## src/rtl/acl2_spi_responder.sv

```systemverilog
`default_nettype none
// ============================================================================
// acl2_spi_responder : SPI mode-0 slave emulating the accelerometer registers
// Revision: 1.0
// ============================================================================
module acl2_spi_responder (
  input  logic        Clock,
  input  logic        Reset,
  input  logic        SCLK,
  input  logic        CS,
  input  logic        MOSI,
  output logic        MISO,
  input  logic [11:0] sample_x,
  input  logic [11:0] sample_y,
  input  logic [11:0] sample_z,
  output logic [7:0]  power_ctl,
  output logic [7:0]  filter_ctl,
  output logic        measuring,
  output logic        wr_strobe
);

  typedef enum logic [1:0] {ST_IDLE, ST_INSTR, ST_ADDR, ST_DATA} state_t;
  typedef enum logic [1:0] {MD_IGN, MD_WR, MD_RD} mode_t;

  localparam logic [7:0] c_cmd_write  = 8'h0A;
  localparam logic [7:0] c_cmd_read   = 8'h0B;
  localparam logic [7:0] c_addr_fltr  = 8'h2C;
  localparam logic [7:0] c_addr_power = 8'h2D;
  localparam logic [7:0] c_fltr_rst   = 8'h13;

  // [0] first sync stage, [1] synchronized value, [2] previous synchronized value
  logic [2:0]  r_sclk_sync;
  logic [2:0]  r_cs_sync;
  logic [1:0]  r_mosi_sync;

  state_t      r_state;
  mode_t       r_mode;
  logic [2:0]  r_cnt;
  logic [6:0]  r_rx;
  logic [7:0]  r_addr;
  logic [7:0]  r_tx;
  logic [11:0] r_snap_x;
  logic [11:0] r_snap_y;
  logic [11:0] r_snap_z;

  logic        w_sclk_rise;
  logic        w_sclk_fall;
  logic        w_cs_rise;
  logic        w_cs_fall;
  logic [7:0]  w_byte;
  logic [7:0]  w_rd_addr;
  logic [7:0]  w_rd_data;

  always_ff @(posedge Clock or negedge Reset) begin
    if (!Reset) begin
      r_sclk_sync <= 3'b000;
      r_cs_sync   <= 3'b111;
      r_mosi_sync <= 2'b00;
    end else begin
      r_sclk_sync <= {r_sclk_sync[1:0], SCLK};
      r_cs_sync   <= {r_cs_sync[1:0], CS};
      r_mosi_sync <= {r_mosi_sync[0], MOSI};
    end
  end

  assign w_sclk_rise = r_sclk_sync[1] & ~r_sclk_sync[2];
  assign w_sclk_fall = ~r_sclk_sync[1] & r_sclk_sync[2];
  assign w_cs_rise   = r_cs_sync[1] & ~r_cs_sync[2];
  assign w_cs_fall   = ~r_cs_sync[1] & r_cs_sync[2];
  assign w_byte      = {r_rx, r_mosi_sync[1]};

  // Next byte to present: the just-received address, or the auto-incremented one
  always_comb begin
    w_rd_addr = (r_state == ST_ADDR) ? w_byte : r_addr + 8'd1;
    case (w_rd_addr)
      8'h00:        w_rd_data = 8'hAD;
      8'h01:        w_rd_data = 8'h1D;
      8'h02:        w_rd_data = 8'hF2;
      8'h0E:        w_rd_data = r_snap_x[7:0];
      8'h0F:        w_rd_data = {{4{r_snap_x[11]}}, r_snap_x[11:8]};
      8'h10:        w_rd_data = r_snap_y[7:0];
      8'h11:        w_rd_data = {{4{r_snap_y[11]}}, r_snap_y[11:8]};
      8'h12:        w_rd_data = r_snap_z[7:0];
      8'h13:        w_rd_data = {{4{r_snap_z[11]}}, r_snap_z[11:8]};
      c_addr_fltr:  w_rd_data = filter_ctl;
      c_addr_power: w_rd_data = power_ctl;
      default:      w_rd_data = 8'h00;
    endcase
  end

  always_ff @(posedge Clock or negedge Reset) begin
    if (!Reset) begin
      r_state    <= ST_IDLE;
      r_mode     <= MD_IGN;
      r_cnt      <= 3'd0;
      r_rx       <= 7'd0;
      r_addr     <= 8'd0;
      r_tx       <= 8'd0;
      r_snap_x   <= 12'd0;
      r_snap_y   <= 12'd0;
      r_snap_z   <= 12'd0;
      power_ctl  <= 8'h00;
      filter_ctl <= c_fltr_rst;
      measuring  <= 1'b0;
      wr_strobe  <= 1'b0;
    end else begin
      wr_strobe <= 1'b0;
      // A CS rise outranks any simultaneous SCLK edge, so a racing 8th bit never writes
      if (w_cs_rise) begin
        r_state <= ST_IDLE;
        r_cnt   <= 3'd0;
        r_tx    <= 8'd0;
      end else if (w_cs_fall) begin
        r_state  <= ST_INSTR;
        r_mode   <= MD_IGN;
        r_cnt    <= 3'd0;
        r_tx     <= 8'd0;
        r_snap_x <= sample_x;
        r_snap_y <= sample_y;
        r_snap_z <= sample_z;
      end else if (r_state != ST_IDLE) begin
        if (w_sclk_rise) begin
          r_rx  <= w_byte[6:0];
          r_cnt <= r_cnt + 3'd1;
          if (r_cnt == 3'd7) begin
            case (r_state)
              ST_INSTR: begin
                if (w_byte == c_cmd_write) begin
                  r_state <= ST_ADDR;
                  r_mode  <= MD_WR;
                end else if (w_byte == c_cmd_read) begin
                  r_state <= ST_ADDR;
                  r_mode  <= MD_RD;
                end else begin
                  r_state <= ST_DATA;
                  r_mode  <= MD_IGN;
                end
              end
              ST_ADDR: begin
                r_addr  <= w_byte;
                r_state <= ST_DATA;
                if (r_mode == MD_RD) r_tx <= w_rd_data;
              end
              ST_DATA: begin
                if (r_mode == MD_WR) begin
                  wr_strobe <= 1'b1;
                  r_addr    <= r_addr + 8'd1;
                  if (r_addr == c_addr_fltr) filter_ctl <= w_byte;
                  if (r_addr == c_addr_power) begin
                    power_ctl <= w_byte;
                    measuring <= (w_byte[1:0] == 2'b10);
                  end
                end else if (r_mode == MD_RD) begin
                  r_addr <= r_addr + 8'd1;
                  r_tx   <= w_rd_data;
                end
              end
              default: r_state <= ST_IDLE;
            endcase
          end
        end else if (w_sclk_fall && r_state == ST_DATA && r_mode == MD_RD && r_cnt != 3'd0) begin
          // The fall after the 8th rise (counter already 0) must not disturb the fresh load
          r_tx <= {r_tx[6:0], 1'b0};
        end
      end
    end
  end

  assign MISO = r_tx[7] & ~CS;

endmodule
`default_nettype wire

```

## config.mk

```make
export PLATFORM = sky130hd
export DESIGN_NAME = acl2_spi_responder
export DESIGN_NICKNAME = d
export VERILOG_FILES = /design/src/rtl/acl2_spi_responder.sv
export SDC_FILE = /design/constraint.sdc
export NUM_CORES = 1
export LEC_CHECK = 0
export CORE_MARGIN = 2
export CORE_UTILIZATION = 42
export DETAILED_ROUTE_END_ITERATION = 7
export PLACE_DENSITY = 0.73
export SYNTH_ARGS = -nofsm -noshare
export SYNTH_HDL_FRONTEND = slang
export SYNTH_SLANG_ARGS = --single-unit
```

## constraint.sdc

```tcl
create_clock -name Clock -period 3.3 [get_ports Clock]
set_input_delay 0.33 -clock Clock [delete_from_list [all_inputs] [get_ports Clock]]
set_output_delay 0.33 -clock Clock [all_outputs]
set_load 0.1 [all_outputs]
```

==> metrics.md <==
| Metric | Value |
|---|---|
| Status | `complete, no violations` |
| Share of post-route cells with drive strength above 1 | `20.43%` |
| Arrival time at the worst endpoint | `~3.3 ns` |
| DP Wirelength | `8840 µm` |
| Hold Violations, Final | `0` |
| Mapped Area | `0.004910 mm²` |
| Post-Route Skew | `0.01265 ns` |
| Switching part of the total power | `between 30% and 40%` |
| Largest area contributor in the netlist | `dfrtp_1` |
| Max H-tree Level | `3` |
| Vias/cell | `a little under 6` |
| I/O pin cnt | `60` |
| Internal power | `2.174 mW` |
| 1st-iter DRT viols | `between 300 and 400` |
| Setup CP Type | `reg2reg` |
| Core area | `about 0.011 mm²` |
| FF-to-FF setup slack | `around 0.23 ns` |
| Via count | `between 3,000 and 4,000` |
| Most congested layer reported by global routing | `met2` |
| Commonest non-fill, non-tap cell in the layout | `dfrtp_1` |
| # setup viols final | `0` |
| Part of the cycle the worst path needs | `between 90 and 100%` |
| Mapped Nets | `roughly 500` |
| Synth unique cells | `between 70 and 80` |
| Hold slack | `0.1880 ns` |
| Post-synth ARST share | `100.0%` |
| Worst R2R Start | `r_state[0]$_DFFE_PN0P_` |
| Gr ovfl total | `0` |
| Area Growth Syn to Fin | `20.21%` |
| CP Launch Type | `register` |
| Delay-heaviest family, CP | `simple AND/OR/NAND/NOR gates` |
| CTS tree | `yes` |
| Critical path capture point type | `register` |
| Final #Nets | `559` |
| # diodes | `0` |
| IO Port Bufs | `a little under 60` |
| ANT nets after route | `0` |
| CTS root buf | `clkbuf_16` |
| Largest net degree at the start of global routing | `93` |
| Post-cts resize count | `0` |
| Die Ht | `around 110 µm` |
| Max-cap violations | `0` |
| Post-CTS Setup Repair Bufs | `0` |
| Die area | `0.01257 mm²` |
| Seq/Total Area, Yosys | `a little under half` |
| Drt drc | `0` |
| Post-Route Setup TNS | `0 ns` |
| Crit-path max FO | `17` |
| Starting density of the core | `43.00%` |
| Slew HR | `between 20% and 30%` |
| Met1 usage | `about 28%` |
| CP Data Required Time | `3.55 ns` |
| Clock network power share | `between 30% and 40%` |
| P_sw | `a little under 1 mW` |
| DRT Wirelength | `around 12,000 µm` |
| Top cells by area, synth | `dfrtp_1, mux2_2, ha_1` |
| Reg clk slew, reported paths | `~0.070 ns` |
| Worst IR Drop VDD | `431.6 µV` |
| Max Freq | `0.3256 GHz` |
| Commonest cells after routing, fill and taps aside | `dfrtp_1, mux2_2, clkdlybuf4s50_1, nand2_1, o21ai_0` |
| Row count | `39` |
| Min-Delay Path Class | `in2async` |
| Met2 usage | `31.53%` |
| First-pass GRT wire length | `between 20,000 and 25,000 µm` |
| Reg power frac | `approximately 43%` |
| Worst path max stage delay | `between 0.5 and 0.6 ns` |
| Die W | `around 110 µm` |
| Avg WL per Cell | `around 19 µm` |
| Vias in the first global route | `a little under 4,000` |
| Synth warnings | `0` |
| Power per standard cell area | `~530 mW/mm²` |
| Gate power share | `a little under a quarter` |
| Number of synthesized flops with an enable pin | `0` |
| RSZ-0062 raised after global routing | `false` |
| Initial antenna violation count | `0` |
| Critical Path Start | `r_state[0]$_DFFE_PN0P_` |
| CTS Buf Count | `9` |
| Clk sink count | `92` |
| Fin. max-slew vios | `0` |
| Mapped Cells | `450` |
| Leakage | `roughly 2.4 nW` |
| Syn_area_per_cell | `roughly 11 µm²` |
| # hold bufs at CTS | `0` |
| Slew at the pin with the worst max-slew slack | `about 1.2 ns` |
| Fin crit period | `~3.1 ns` |
| CP Buf/Inv Count | `1` |
| Slowest cell on the critical path | `nor4b_4` |
| Top FF cell, synth | `dfrtp_1` |
| Proportion of netlist area held by the largest area contributor | `between 40% and 50%` |
| Grt met3 use | `about 5.3%` |
| Clk buf depth | `2` |
| Clock Latency Late Sink | `between 0.3 and 0.4 ns` |
| Synthesized flop and latch total | `92` |
| First-pass DRT Iterations | `5` |
| GRT Overall Usage | `about a fifth` |
| Gp weighted congestion | `~0.89` |
| CP Cell Sequence | `inv_1, ha_1, nor3b_1, a21oi_4, nor4b_4, a22oi_1, o22ai_1, a2111oi_2, a311oi_1` |
[cell usage after synthesis (4+ instances only)]
master    instances
dfrtp_1          86
mux2_2           60
nand2_1          41
o21ai_0          23
a21oi_1          20
inv_1            19
nor2_1           16
ha_1             14
nand3_1          13
o22ai_1          12
mux2i_1          11
a22oi_1           9
clkbuf_1          9
nor3_1            9
and3_1            6
buf_4             6
dfstp_2           6
a211oi_1          5
nand2b_1          5
nand4_1           4
nor2b_1           4
o21ai_1           4
[registers in the layout (all words and copies together) (netlist names), 2 cells and up]
| signal | cells |
|---|---|
| filter_ctl | 8 |
| power_ctl | 8 |
| r_addr | 8 |
| r_cnt | 3 |
| r_cs_sync | 3 |
| r_mode | 2 |
| r_mosi_sync | 2 |
| r_rx | 7 |
| r_sclk_sync | 3 |
| r_snap_x | 12 |
| r_snap_y | 12 |
| r_snap_z | 12 |
| r_state | 2 |
| r_tx | 8 |
[cells by family after synthesis]
group                      Yosys count  synth area share [%]
and+or+nand+nor                    119                 13.20
AOI/OAI and AO/OA                  109                 15.34
DFF                                 92                 47.04
muxes                               73                 16.59
buffers and inverters               40                 3.720
adders and majority gates           14                 3.568
xor gates and xnor gates             3                0.5353
[worst paths after layout]
kind | endpoint | cells past startpoint
min | r_mode[0]$_DFFE_PN0P_ | 1
max in group asynchronous | r_addr[6]$_DFFE_PN0P_ | 1
max reg2reg | r_tx[6]$_DFFE_PN0P_ | 9
min reg2reg | r_sclk_sync[1]$_DFF_PN0_ | 0
max | r_tx[6]$_DFFE_PN0P_ | 9
min in group Clock | r_sclk_sync[1]$_DFF_PN0_ | 0
[stage by stage]
step	instances	setup WS, ns	instance area (µm²)	power [mW]	util (%)
final	652	0.2283	5902	3.149	51.69
after global routing	652	0.05199	5902	3.298	51.69
after CTS	652	0.2809	5902	3.161	51.69
after detailed placement	636	0.2988	5599	2.105	49.04
after global placement	636	0.3821	5599	2.090	49.04
after floorplan	450	0.8734	4910	1.865	-
[final cells by class]
type | instances | area (µm²)
clock buffers | 11 | 242.7
multi-input cells | 318 | 2420
flip-flops and latches | 92 | 2310
clock inverters | 5 | 60.06
fillers | 1051 | 5517
inverters | 20 | 75.07
repair buffers | 63 | 615.6
well taps | 143 | 178.9
[layer usage]
layer	routed length (µm)	share of wire, %
met1	5564	46
met4	162	1.3
met5	0	0
met3	771	6.3
met2	5701	47
[worst reg2reg max path, stage by stage (launching register included)]
cell and delay, ns:
dfrtp_1 0.42, inv_1 0.10, ha_1 0.54, nor3b_1 0.43
a21oi_4 0.12, nor4b_4 0.57, a22oi_1 0.16, o22ai_1 0.32
a2111oi_2 0.08, a311oi_1 0.25
[power by group through the flow]
stage / combinational, mW / clock, mW / sequential (mW)
after floorplan: 0.551 / 0 / 1.31
after global placement: 0.720 / 0 / 1.37
after detailed placement: 0.731 / 0 / 1.37
after CTS: 0.735 / 1.07 / 1.35
after global routing: 0.807 / 1.12 / 1.37
final: 0.739 / 1.05 / 1.36
(Power assumes the default switching activity.)
